===== config.mk =====
export PLATFORM = sky130hd
export DESIGN_NAME = axis_udiv_iter
export DESIGN_NICKNAME = d
export VERILOG_FILES = /design/src/rtl/axis_udiv_pkg.sv /design/src/rtl/axis_slot1.sv /design/src/rtl/axis_udiv_iter.sv
export SDC_FILE = /design/constraint.sdc
export NUM_CORES = 1
export LEC_CHECK = 0
export ABC_AREA = 1
export BUFFER_PORTS_ARGS = -buffer_cell sky130_fd_sc_hd__buf_4
export CORE_MARGIN = 8
export CORE_UTILIZATION = 55
export DETAILED_ROUTE_END_ITERATION = 16
export GPL_TIMING_DRIVEN = 0
export PLACE_DENSITY = 0.76
export SLEW_MARGIN = 20
export SYNTH_ARGS = -nofsm -noshare
export SYNTH_HDL_FRONTEND = slang
export SYNTH_HIERARCHICAL = 1
export SYNTH_SLANG_ARGS = --single-unit

===== constraint.sdc =====
create_clock -name aclk -period 2.6 [get_ports aclk]
set_clock_uncertainty 0.05 [all_clocks]
set_input_delay 0.26 -clock aclk [delete_from_list [all_inputs] [get_ports aclk]]
set_output_delay 0.26 -clock aclk [all_outputs]
set_load 0.01 [all_outputs]

===== src/rtl/axis_udiv_pkg.sv =====
// Shared types and constants for the iterative AXI4-Stream unsigned divider.
package axis_udiv_pkg;

  localparam int DIV_WIDTH = 32;
  localparam int CNT_W     = $clog2(DIV_WIDTH + 1);

  typedef enum logic [1:0] {
    IDLE,
    BUSY,
    DONE
  } state_e;

  typedef struct packed {
    logic [DIV_WIDTH-1:0] quotient;
    logic [DIV_WIDTH-1:0] remainder;
    logic                 dbz;
  } result_t;

endpackage


===== src/rtl/axis_slot1.sv =====
// One-entry tvalid/tready holding register. Ready whenever the slot is empty
// and not in reset; the engine empties it with clear when it loads operands.
module axis_slot1
  import axis_udiv_pkg::*;
#(
  parameter int WIDTH = DIV_WIDTH
) (
  input  logic             aclk,
  input  logic             areset,
  input  logic             s_tvalid,
  output logic             s_tready,
  input  logic [WIDTH-1:0] s_tdata,
  input  logic             clear,
  output logic             full,
  output logic [WIDTH-1:0] data
);

  assign s_tready = !full && !areset;

  // Capture a beat when the slot is empty; clear empties it so the next beat can land.
  always_ff @(posedge aclk) begin
    if (areset) begin
      full <= 1'b0;
      data <= '0;
    end else if (clear) begin
      full <= 1'b0;
    end else if (s_tvalid && s_tready) begin
      full <= 1'b1;
      data <= s_tdata;
    end
  end

endmodule


===== src/rtl/axis_udiv_iter.sv =====
// Radix-2 restoring unsigned divider with independent divisor/dividend slots
// and a single non-stallable {quotient, remainder} result beat.
module axis_udiv_iter
  import axis_udiv_pkg::*;
#(
  parameter int WIDTH = DIV_WIDTH
) (
  input  logic               aclk,
  input  logic               areset,
  input  logic               s_axis_divisor_tvalid,
  output logic               s_axis_divisor_tready,
  input  logic [WIDTH-1:0]   s_axis_divisor_tdata,
  input  logic               s_axis_dividend_tvalid,
  output logic               s_axis_dividend_tready,
  input  logic [WIDTH-1:0]   s_axis_dividend_tdata,
  output logic               m_axis_dout_tvalid,
  output logic [2*WIDTH-1:0] m_axis_dout_tdata,
  output logic               m_axis_dout_tuser
);

  localparam logic [CNT_W-1:0] LAST_ITER = CNT_W'(WIDTH - 1);

  state_e           state_q, state_d;
  logic             load, finish;
  logic             div_full, dvd_full;
  logic [WIDTH-1:0] div_slot, dvd_slot;
  logic [WIDTH-1:0] rem_q, quo_q, div_q;
  logic [CNT_W-1:0] cnt_q;
  logic             dbz_q;
  logic [WIDTH:0]   partial;
  logic             take;
  logic [WIDTH-1:0] rem_next, quo_next;
  result_t          result_q;

  axis_slot1 #(.WIDTH(WIDTH)) u_divisor_slot (
    .aclk     (aclk),
    .areset   (areset),
    .s_tvalid (s_axis_divisor_tvalid),
    .s_tready (s_axis_divisor_tready),
    .s_tdata  (s_axis_divisor_tdata),
    .clear    (load),
    .full     (div_full),
    .data     (div_slot)
  );

  axis_slot1 #(.WIDTH(WIDTH)) u_dividend_slot (
    .aclk     (aclk),
    .areset   (areset),
    .s_tvalid (s_axis_dividend_tvalid),
    .s_tready (s_axis_dividend_tready),
    .s_tdata  (s_axis_dividend_tdata),
    .clear    (load),
    .full     (dvd_full),
    .data     (dvd_slot)
  );

  // State register; reset drops any in-flight division without producing a beat.
  always_ff @(posedge aclk) begin
    if (areset) state_q <= IDLE;
    else        state_q <= state_d;
  end

  // Next state: start whenever both operands wait, finish on the last iteration.
  always_comb begin
    state_d = state_q;
    load    = 1'b0;
    finish  = 1'b0;
    case (state_q)
      IDLE: begin
        if (div_full && dvd_full) begin
          load    = 1'b1;
          state_d = BUSY;
        end
      end
      BUSY: begin
        if (cnt_q == LAST_ITER) begin
          finish  = 1'b1;
          state_d = DONE;
        end
      end
      DONE: begin
        if (div_full && dvd_full) begin
          load    = 1'b1;
          state_d = BUSY;
        end else begin
          state_d = IDLE;
        end
      end
      default: state_d = IDLE;
    endcase
  end

  // One restoring step. The partial remainder stays below the divisor, so the
  // low WIDTH bits of the subtraction are exact whenever the trial succeeds.
  always_comb begin
    partial  = {rem_q, quo_q[WIDTH-1]};
    take     = (partial >= {1'b0, div_q});
    rem_next = take ? (partial[WIDTH-1:0] - div_q) : partial[WIDTH-1:0];
    quo_next = {quo_q[WIDTH-2:0], take};
  end

  // Engine registers: load operands, then shift/subtract once per BUSY cycle.
  always_ff @(posedge aclk) begin
    if (areset) begin
      rem_q <= '0;
      quo_q <= '0;
      div_q <= '0;
      cnt_q <= '0;
      dbz_q <= 1'b0;
    end else if (load) begin
      rem_q <= '0;
      quo_q <= dvd_slot;
      div_q <= div_slot;
      cnt_q <= '0;
      dbz_q <= (div_slot == '0);
    end else if (state_q == BUSY) begin
      rem_q <= rem_next;
      quo_q <= quo_next;
      cnt_q <= cnt_q + CNT_W'(1);
    end
  end

  // Result register holds the last answer so tdata stays stable between pulses.
  always_ff @(posedge aclk) begin
    if (areset) begin
      result_q <= '0;
    end else if (finish) begin
      result_q.quotient  <= quo_next;
      result_q.remainder <= rem_next;
      result_q.dbz       <= dbz_q;
    end
  end

  assign m_axis_dout_tvalid = (state_q == DONE);
  assign m_axis_dout_tdata  = {result_q.quotient, result_q.remainder};
  assign m_axis_dout_tuser  = result_q.dbz;

endmodule


==> out/results.tsv <==
metric	value	unit
Non-Filler Instances	2430	
final worst path period need	2500	ps
Warnings, synthesis	6	
Data required, critical path	2970	ps
Setup TNS	0	ps
Synth Area in Compound Gates	8.47	%
post-DP HPWL	30300	um
vias in the first global route	12206	
Row Count	55	
IO Port Bufs	134	
Max Cap Violations	0	
GRT Util Overall	28.5	%
mux share of post-synthesis cell area	0	%
Via density	5.26	
Hold Vio Cnt, Final	0	
largest net degree at the start of global routing	15	
routed via count	12775	
critical path data arrival time	2870	ps
initial antenna violation count	0	
core area	0.0224	sq mm
share of the synthesized area in the top cell type	38.0	%
status	completed	
syn_nets	2000	
RSZ-0062 raised after global routing	yes	
io pins	136	
die width	166	um
Initial Util	55.4	%
Worst-Skew Late Latency	540	ps
post-synthesis sequential area ratio	38.0	%
simple-gate portion of the synthesized area	36.2	%
synthesis-stage register bit count	236	
total CTS buffers	25	
post-synthesis adder-cell area fraction	3.48	%
Die Y	166	um
clk slew on worst S/H paths	60	ps
hold path depth	2	
Layout Area Growth over Synthesis	25.0	%
placed cell count	2317	
remaining global-route overflow	0	
layout cell share with drive strength beyond 1	14.0	%
full die area	0.0277	sq mm
Post-Synth XOR/XNOR Area	1.06	%
CTS tree	yes	
Final Power	10.8	mW
htree depth	1	
Mean Syn Cell Area	6.55	sq um
clock buffer depth	3	
r2r worst-path depth	17	
pins over their slew limit	0	
# setup viols final	0	
Synth Instances	1898	
fmax	0.400	GHz
DRC Markers	0	
Post-Route WL	40400	um
GP Congestion	0.930	
max_slew headroom	33.5	%
CTS sink cnt	236	
Power Dens Cells	699	mW/mm^2
Post-DRT Antenna Nets	0	
first-pass GRT wire length	64000	um
n_diodes	0	
worst vdd ir	0.518	mV
worst min-delay path class	primary input to flip-flop	
Worst Path Max Fanout	10	
Starting DRT DRC Count	1111	
worst setup path class	flip-flop to flip-flop	
Synth area leader	dfxtp_1	
per-cell routed wire length	16.6	um
actual slew at the worst max-slew pin	998	ps
mapped cell area	0.0124	sq mm
Leak Pwr	7.68	nW
Final #Nets	2229	
root buffer cell	clkbuf_16	
drt pass-1 iters	6	
Setup crit end kind	flip-flop	
Startpoint Class	flip-flop	
largest family of logic cells by synthesized area	simple AND/OR/NAND/NOR gates	
Final period util	96.2	%
library cells used by synthesis	38	
Area contributors post-synth	dfxtp_1 38%, nand2_1 17%, inv_1 8.3%, nor2_1 7.3%, nand3_1 7.1%	
[routing by layer]
metal / vias up / track usage [%] / share of wire (%)
met3: 61 / 6.16 / 7.8
met5: - / 0 / 0
met4: 0 / 9.44 / 2.9
met2: 461 / 45.6 / 44
li1: 6382 / - / -
met1: 5871 / 37.5 / 45
[synthesized netlist by cell type (all sizes together)]
library cell,number
buf,49
a221oi,1
nor4,8
and2,5
nor3,16
o21ai,84
a21oi,57
a31oi,39
nand3b,6
fa,1
dfxtp,236
ha,33
inv,280
nor2,251
nand3,193
clkbuf,41
xnor2,2
nand2,562
a21o,1
xor2,13
o21bai,3
o21a,8
nand4,9
[placed cells by master, fill, tap and decap left out, types with 3 or more instances in the layout]
cell type,netlist,final
nor3_1,14,14
ha_1,33,17
inv_1,275,272
buf_4,6,144
nand4_1,9,9
buf_1,3,3
dlygate4sd3_1,0,67
nor2_2,5,4
o21ai_0,78,78
o21bai_1,3,3
dfxtp_1,236,235
xor2_1,13,13
and2_1,5,5
nor2_1,241,237
clkbuf_8,0,4
nand2_2,4,11
nand2_4,3,3
nand3b_1,6,6
clkbuf_1,41,43
nor4_1,8,8
buf_2,22,19
nand3_1,176,175
ha_4,0,11
clkbuf_16,0,25
inv_2,5,8
a31oi_1,39,39
a21oi_1,56,56
nand3_2,17,18
buf_6,16,16
o21a_1,8,8
ha_2,0,5
nor2_4,3,8
o21ai_1,6,5
nand2_1,554,547
clkinv_2,0,7
[path summary, 6_finish.rpt]
path	from	end	slack, ps
min	areset	quo_q[3]	200
min reg2reg	m_axis_dout_tdata[22]	m_axis_dout_tdata[22]	420
max reg2reg	div_q[4]	m_axis_dout_tdata[11]	100
max	div_q[4]	m_axis_dout_tdata[11]	100
[state kept, by name, indices dropped and copies added, names as in the netlist]
signal / cells
m_axis_dout_tdata: 64
div_q: 32
quo_q: 32
rem_q: 32
u_dividend_slot/data: 32
u_divisor_slot/data: 32
cnt_q: 6
state_q: 2
dbz_q: 1
m_axis_dout_tuser: 1
u_dividend_slot/full: 1
u_divisor_slot/full: 1
[logic make-up (layout without fill, tap and decap cells)]
family | count (synthesis) | in the layout
simple gates | 1050 | 1050
buf+inv | 370 | 617
flops | 236 | 236
compound gates | 193 | 193
fa+ha+maj | 34 | 34
xor+xnor | 15 | 15
[layout make-up]
class | instances | area [sq um]
buffer | 90 | 549
fill | 1973 | 6910
inverter | 280 | 1050
sequential | 236 | 4730
clock buffer | 32 | 692
clock inverter | 13 | 140
tap | 285 | 357
timing repair buffer | 202 | 1680
multi-input combinational | 1292 | 6330
[critical path, stage by stage (launching register included)]
cell and delay, ps:
dfxtp_1 300, inv_1 70, ha_1 380, nand2_1 100
nand2_1 120, inv_1 110, nand2_1 60, nand2_1 70
nand3_2 130, nand2_1 130, nand2_2 80, nand2_4 140
nand2_8 100, buf_12 170, nand2_1 70, nand2_2 100
nand2_1 140, nand2_1 60
[report_power, final]
part	total [mW]	internal (mW)	switching, mW
sequential	3.88	3.77	0.110
clock	3.60	2.10	1.50
combinational	3.37	1.15	2.22
[per-stage QoR]
step / instance area (sq um) / worst slack, ps / hold slack (ps) / util (%)
after floorplan: 12400 / 633 / 348 / -
after global placement: 13800 / -33.5 / 412 / 61.5
after detailed placement: 13800 / -60.7 / 415 / 61.5
after CTS: 15300 / 12.2 / 203 / 68.2
after global routing: 15500 / -56.4 / 244 / 69.2
final: 15500 / 99.3 / 198 / 69.2
[repair_timing]
action | CTS | global route
setup buffers | 0 | 1
hold buffers | 67 | 0
endpoints found under the hold margin | 66 | 0
gates resized for setup | 5 | 48
endpoints found under the setup margin | 18 | 62
pin swaps | 0 | 2
No activity file was read; power rests on OpenSTA's default activity.
